### config.mk
export PLATFORM = sky130hd
export DESIGN_NAME = fft_butterfly_combine
export DESIGN_NICKNAME = d
export VERILOG_FILES = /design/src/rtl/fft_butterfly_combine.sv
export SDC_FILE = /design/constraint.sdc
export NUM_CORES = 1
export LEC_CHECK = 0
export ABC_CLOCK_PERIOD_IN_PS = 6700
export CAP_MARGIN = 20
export CORE_MARGIN = 5
export CORE_UTILIZATION = 55
export CTS_BUF_LIST = sky130_fd_sc_hd__clkbuf_4
export DETAILED_ROUTE_END_ITERATION = 8
export GPL_TIMING_DRIVEN = 1
export PLACE_DENSITY = 0.85
export SETUP_SLACK_MARGIN = 0.4
export SLEW_MARGIN = 0
export SYNTH_ARGS = -nofsm -noshare
export SYNTH_HDL_FRONTEND = slang
export SYNTH_SLANG_ARGS = --single-unit
### constraint.sdc
create_clock -name clk -period 6.7 [get_ports clk]
set_clock_uncertainty 0.05 [all_clocks]
set_input_delay 1.34 -clock clk [delete_from_list [all_inputs] [get_ports clk]]
set_output_delay 1.34 -clock clk [all_outputs]
set_load 0.01 [all_outputs]
### src/rtl/fft_butterfly_combine.sv
// -----------------------------------------------------------------------------
// fft_butterfly_combine
//
// Radix-2 decimation-in-time butterfly back end. It sits directly after the
// complex twiddle multiplier. It takes the product W*B and the matching A
// operand, rounds the product back to data precision, and then forms
//   X = A + W*B
//   Y = A - W*B
// with optional per-stage divide-by-2 scaling. Results stream to the next
// stage with a valid strobe and a last-butterfly marker.
//
// Pipeline (a sample with i_valid in cycle t appears on o_valid in cycle
// t+MULT_LAT+2):
//   stage 0 : MULT_LAT-deep delay line for A and valid. Its tail lines up
//             with the multiplier product.
//   stage 1 : registered product rounding, W_B = (prod + 8192) >>> 14.
//   stage 2 : registered butterfly, optional scaling, reduction to 16 bits.
//
// Handshake: streaming with no backpressure. A sample is transferred on every
// cycle where i_valid is high, and o_valid is high for exactly one cycle per
// accepted sample. Data outputs hold their last value when o_valid is low.
//
// Parameters:
//   MULT_LAT : multiplier latency in cycles (>= 1)
//   SCALE    : 1 = halve the outputs with rounding, 0 = no scaling
//   LOG2N    : log2 of the FFT size (>= 2); there are 2^(LOG2N-1)
//              butterflies per stage
//
// Ports:
//   clk, rst              clock; synchronous active-high reset
//   i_valid               sample strobe, in the multiplier input cycle
//   i_data_ar/ac          A operand, signed 16-bit
//   i_prod_r/c            twiddle product, signed 32-bit, MULT_LAT cycles later
//   o_valid, o_last       output strobe; marker for the final butterfly of a stage
//   o_data_xr/xc/yr/yc    X and Y outputs, signed 16-bit
//   o_ovf                 sticky saturation flag
//
// Optional feature macro: FFT_BFLY_SAT_EN
//   defined   : outputs saturate to 16 bits, and o_ovf latches any saturation
//               on an o_valid cycle until rst.
//   undefined : outputs wrap to their low 16 bits, and o_ovf is tied to 0.
// -----------------------------------------------------------------------------
module fft_butterfly_combine #(
    parameter int MULT_LAT = 1,
    parameter int SCALE    = 1,
    parameter int LOG2N    = 4
) (
    input  logic               clk,
    input  logic               rst,
    input  logic               i_valid,
    input  logic signed [15:0] i_data_ar,
    input  logic signed [15:0] i_data_ac,
    input  logic signed [31:0] i_prod_r,
    input  logic signed [31:0] i_prod_c,
    output logic               o_valid,
    output logic               o_last,
    output logic signed [15:0] o_data_xr,
    output logic signed [15:0] o_data_xc,
    output logic signed [15:0] o_data_yr,
    output logic signed [15:0] o_data_yc,
    output logic               o_ovf
);

    localparam int CW = LOG2N - 1;

    // ------------------------------------------------------------------
    // Stage 0: A / valid alignment delay line
    // ------------------------------------------------------------------
    logic               dl_v_q  [MULT_LAT];
    logic signed [15:0] dl_ar_q [MULT_LAT];
    logic signed [15:0] dl_ac_q [MULT_LAT];

    always_ff @(posedge clk) begin
        if (rst) begin
            for (int i = 0; i < MULT_LAT; i++) begin
                dl_v_q[i]  <= 1'b0;
                dl_ar_q[i] <= '0;
                dl_ac_q[i] <= '0;
            end
        end else begin
            dl_v_q[0]  <= i_valid;
            dl_ar_q[0] <= i_data_ar;
            dl_ac_q[0] <= i_data_ac;
            for (int i = 1; i < MULT_LAT; i++) begin
                dl_v_q[i]  <= dl_v_q[i-1];
                dl_ar_q[i] <= dl_ar_q[i-1];
                dl_ac_q[i] <= dl_ac_q[i-1];
            end
        end
    end

    logic               al_v;
    logic signed [15:0] al_ar;
    logic signed [15:0] al_ac;

    assign al_v  = dl_v_q[MULT_LAT-1];
    assign al_ar = dl_ar_q[MULT_LAT-1];
    assign al_ac = dl_ac_q[MULT_LAT-1];

    // ------------------------------------------------------------------
    // Stage 1: product rounding (round half up, arithmetic shift).
    // The sum is widened by one bit so that +8192 cannot wrap at the top of
    // the 32-bit range. A Q2.14 twiddle keeps the result within 17 bits.
    // ------------------------------------------------------------------
    logic signed [32:0] rnd_r;
    logic signed [32:0] rnd_c;
    logic signed [16:0] wb_r_d;
    logic signed [16:0] wb_c_d;

    always_comb begin
        rnd_r  = {i_prod_r[31], i_prod_r} + 33'sd8192;
        rnd_c  = {i_prod_c[31], i_prod_c} + 33'sd8192;
        wb_r_d = 17'(rnd_r >>> 14);
        wb_c_d = 17'(rnd_c >>> 14);
    end

    logic               s1_v_q;
    logic signed [15:0] s1_ar_q;
    logic signed [15:0] s1_ac_q;
    logic signed [16:0] s1_wbr_q;
    logic signed [16:0] s1_wbc_q;

    always_ff @(posedge clk) begin
        if (rst) begin
            s1_v_q   <= 1'b0;
            s1_ar_q  <= '0;
            s1_ac_q  <= '0;
            s1_wbr_q <= '0;
            s1_wbc_q <= '0;
        end else begin
            s1_v_q <= al_v;
            if (al_v) begin
                s1_ar_q  <= al_ar;
                s1_ac_q  <= al_ac;
                s1_wbr_q <= wb_r_d;
                s1_wbc_q <= wb_c_d;
            end
        end
    end

    // ------------------------------------------------------------------
    // Stage 2: butterfly, optional scaling, 16-bit reduction
    // ------------------------------------------------------------------
    function automatic logic signed [17:0] scale18(input logic signed [17:0] v);
        logic signed [18:0] t;
        if (SCALE != 0) begin
            // Round half up: (v + 1) >>> 1. The extra bit absorbs the +1.
            t = {v[17], v} + 19'sd1;
            return 18'(t >>> 1);
        end else begin
            return v;
        end
    endfunction

`ifdef FFT_BFLY_SAT_EN
    function automatic logic signed [15:0] reduce16(input logic signed [17:0] v);
        if (v > 18'sd32767) begin
            return 16'sh7fff;
        end else if (v < -18'sd32768) begin
            return 16'sh8000;
        end else begin
            return v[15:0];
        end
    endfunction

    function automatic logic is_sat(input logic signed [17:0] v);
        return (v > 18'sd32767) || (v < -18'sd32768);
    endfunction
`else
    function automatic logic signed [15:0] reduce16(input logic signed [17:0] v);
        return 16'(v);
    endfunction
`endif

    logic signed [17:0] pre_xr;
    logic signed [17:0] pre_xc;
    logic signed [17:0] pre_yr;
    logic signed [17:0] pre_yc;

    always_comb begin
        pre_xr = scale18({{2{s1_ar_q[15]}}, s1_ar_q} + {s1_wbr_q[16], s1_wbr_q});
        pre_xc = scale18({{2{s1_ac_q[15]}}, s1_ac_q} + {s1_wbc_q[16], s1_wbc_q});
        pre_yr = scale18({{2{s1_ar_q[15]}}, s1_ar_q} - {s1_wbr_q[16], s1_wbr_q});
        pre_yc = scale18({{2{s1_ac_q[15]}}, s1_ac_q} - {s1_wbc_q[16], s1_wbc_q});
    end

    logic               o_valid_q;
    logic               o_last_q;
    logic signed [15:0] xr_q;
    logic signed [15:0] xc_q;
    logic signed [15:0] yr_q;
    logic signed [15:0] yc_q;
    logic [CW-1:0]      cnt_q;

    // The butterfly counter advances in the same cycle that o_valid is
    // loaded. o_last is therefore registered against the pre-increment count.
    // The counter is exactly CW bits wide, so it wraps on its own after the
    // last butterfly.
    always_ff @(posedge clk) begin
        if (rst) begin
            o_valid_q <= 1'b0;
            o_last_q  <= 1'b0;
            xr_q      <= '0;
            xc_q      <= '0;
            yr_q      <= '0;
            yc_q      <= '0;
            cnt_q     <= '0;
        end else begin
            o_valid_q <= s1_v_q;
            o_last_q  <= s1_v_q && (cnt_q == {CW{1'b1}});
            if (s1_v_q) begin
                xr_q  <= reduce16(pre_xr);
                xc_q  <= reduce16(pre_xc);
                yr_q  <= reduce16(pre_yr);
                yc_q  <= reduce16(pre_yc);
                cnt_q <= cnt_q + 1'b1;
            end
        end
    end

`ifdef FFT_BFLY_SAT_EN
    logic ovf_q;
    logic any_sat;

    assign any_sat = is_sat(pre_xr) | is_sat(pre_xc) | is_sat(pre_yr) | is_sat(pre_yc);

    always_ff @(posedge clk) begin
        if (rst) begin
            ovf_q <= 1'b0;
        end else if (s1_v_q && any_sat) begin
            ovf_q <= 1'b1;
        end
    end

    assign o_ovf = ovf_q;
`else
    assign o_ovf = 1'b0;
`endif

    assign o_valid   = o_valid_q;
    assign o_last    = o_last_q;
    assign o_data_xr = xr_q;
    assign o_data_xc = xc_q;
    assign o_data_yr = yr_q;
    assign o_data_yc = yc_q;

endmodule
==> impl_metrics.ini <==
[yosys]
syn-instance-count = 1041
synth.most_common_cell = dfxtp_1
netlist_area_um2 = 9320
seq_area_frac_synth_pct = 36.3
synth_cell_type_count = 62
synth_seq_cells = 169
syn_avg_cell_area_um2 = 8.95
syn_nets = 1237
synth_edf_count = 0
yosysTopAreaCell = dfxtp_1
yosysWarnings = 0
ys.flop_type = dfxtp_1
netlist.area_leader.share_pct = 36.3
async_flop_share_pct = 0
synth.area.top_cells = dfxtp_1 36%, ha_1 12%, nor2_1 6.6%, mux2i_1 6.0%, a211oi_1 5.3%
yosys-top-cells-count = 169 x dfxtp_1, 165 x nor2_1, 93 x ha_1, 66 x a211oi_1, 56 x mux2i_1

[drt]
routed_wl_um = 20600
drcViolationCount = 0
drt_iter0_drc = 448
drtAntennaViolNets = 0
vias_per_cell = 5.43
first_pass_iters = 5
vias = 7555
wl_per_cell_um = 14.8

[layout]
area_growth_pct = 18.8
drive_gt1_share_pct = 4.27
nNetsFinal = 1354
fin_cells = 1392

[clock_tree]
clkTransAtPathRegs_ps = 140
postCtsSetupBuffers = 0
cts_root_buf = clkbuf_4
htreeDepth = 4
clockBufferDepth = 2
cts_buffers = 17
cts_tree = done
post_cts_resize_count = 0
holdBufCountCts = 0
clk_latency_ps = 570
clock_sinks = 169

[placement]
dp_hpwl_um = 15800
dp.cells = 1358
gp_congestion = 0.902
io_buffers = 136

[floorplanning]
ioPinCount = 166
rows = 47
die_x_um = 140
die_y_um = 140
fp.dieArea_um2 = 19600
core_um2 = 16600
start_util_pct = 56.2

[global_routing]
grt_pass1_wl_um = 33900
grt_max_degree = 100
grt_overflow = 0
grt_pass1_vias = 6974
grt_antenna_before_repair = 1
track_usage_pct = 20.9

[critical_path]
endpoint_kind = flop
criticalPathCategory = reg -> reg
required_ps = 7110
start_kind = flop
r2r_start = s1_ar_q[1]$_SDFFE_PP0P_
arrival_ps = 3970
ff2ff_setup_slack_ps = 3140
r2r-end = o_data_yr[12]$_SDFFE_PP0P_
cp_max_fo = 4
worst_r2r_path_depth = 11

[timing]
fmax_ghz = 0.281
setup_viol = 0
drv_slew = 0
slew_headroom_pct = 28.4
min_period_over_period_pct = 53.1
grt_setup_unrepaired = no
worst_slew_pin_slew_ps = 1050
tns_ps = 0
hold_violations = 0
period_needed_ps = 3560

[hold_path]
hold_class = reg -> reg
hp-start = o_data_xc[13]$_SDFFE_PP0P_
min_path_cells = 2
hold_path_end = o_data_xc[13]$_SDFFE_PP0P_

[power]
p_per_area_nw_per_um2 = 189
p_leak_nw = 4.40
total_power_mw = 2.10
peakVddDrop_v = 0.000114

[run]
drv_cap = 0

[outcome]
outcome = complete, no violations
==> layer usage <==
layer | routed length (µm) | GRT usage, %
met4 | 233 | 5.97
met5 | 0 | 0
met3 | 1070 | 3.95
met2 | 9070 | 32.3
met1 | 10200 | 29.8
==> cell families (layout without fill, tap and decap cells) <==
group | after synthesis | after routing | synth area share [%]
AOI/OAI and AO/OA | 202 | 202 | 15.6
xor gates and xnor gates | 78 | 78 | 7.33
adders and majority gates | 97 | 97 | 13.3
buffers and inverters | 97 | 227 | 3.95
DFF | 169 | 169 | 36.3
muxes | 58 | 58 | 6.26
other | 1 | 2 | 0.0402
and+or+nand+nor | 339 | 339 | 17.2
==> critical path: stages (launching register included) <==
cell and delay [ps]:
dfxtp_1 380, inv_1 80, ha_1 360, nor2b_1 80, fa_1 410, a21o_1 190, a21o_1 200, a2111oi_0 930
o21ai_0 300, a21oi_1 240, xor2_1 150, o21ai_0 80
==> final cells by class <==
cell class,count,area (µm²)
Clock inverter,15,98.8
Inverter,54,203
Fill cell,1346,5510
Antenna cell,1,2.50
Timing Repair Buffer,141,1410
Multi-Input combinational cell,775,5570
Clock buffer,17,128
Tap cell,220,275
Sequential cell,169,3390
==> flip-flops by register name, indices dropped and copies added, names as in the netlist, 16 cells and up <==
signal and cells:
dl_ac_q 16, o_data_xr 16, o_data_yc 16, s1_ac_q 16
s1_ar_q 16, s1_wbr_q 17, o_data_xc 16, s1_wbc_q 17
dl_ar_q 16, o_data_yr 16
==> cell usage in the layout, fill, tap and decap left out, types with 33 or more instances in the layout <==
master | synthesis | layout
xnor2_1 | 45 | 45
dfxtp_1 | 169 | 167
nor2_1 | 165 | 165
mux2i_1 | 56 | 56
nand2_1 | 44 | 44
a21oi_1 | 33 | 33
a211oi_1 | 66 | 66
nor2b_1 | 52 | 52
ha_1 | 93 | 93
clkdlybuf4s50_1 | 0 | 135
xor2_1 | 33 | 33
inv_1 | 54 | 54
==> report_power, final <==
part | total, mW | internal, mW | switching (mW)
clock network | 0.513 | 0.145 | 0.369
registers | 1.10 | 1.06 | 0.0394
logic | 0.487 | 0.238 | 0.249
==> stage by stage <==
step                hold slack [ps]  setup slack [ps]  utilization (%)  area, µm²
CTS                             431              3230             66.6      11100
floorplan                       391              3790                -       9320
global placement                386              3370             65.3      10800
global route                    453              2970             66.8      11100
detailed placement              400              3270             65.3      10800
finish                          428              3140             66.8      11100
==> worst max path at each step <==
| stage | start | end | slack [ps] | cells past startpoint |
|---|---|---|---|---|
| floorplan | s1_ar_q[1]$_SDFFE_PP0P_ | o_data_yr[12]$_SDFFE_PP0P_ | 3790 | 11 |
| global placement | s1_ar_q[1]$_SDFFE_PP0P_ | o_data_yr[12]$_SDFFE_PP0P_ | 3370 | 11 |
| detailed placement | s1_ar_q[1]$_SDFFE_PP0P_ | o_data_yr[12]$_SDFFE_PP0P_ | 3270 | 11 |
| CTS | s1_ar_q[1]$_SDFFE_PP0P_ | o_data_yr[12]$_SDFFE_PP0P_ | 3230 | 11 |
| global route | s1_ar_q[1]$_SDFFE_PP0P_ | o_data_yr[14]$_SDFFE_PP0P_ | 2970 | 11 |
| finish | s1_ar_q[1]$_SDFFE_PP0P_ | o_data_yr[12]$_SDFFE_PP0P_ | 3140 | 11 |
(Power assumes the default switching activity.)
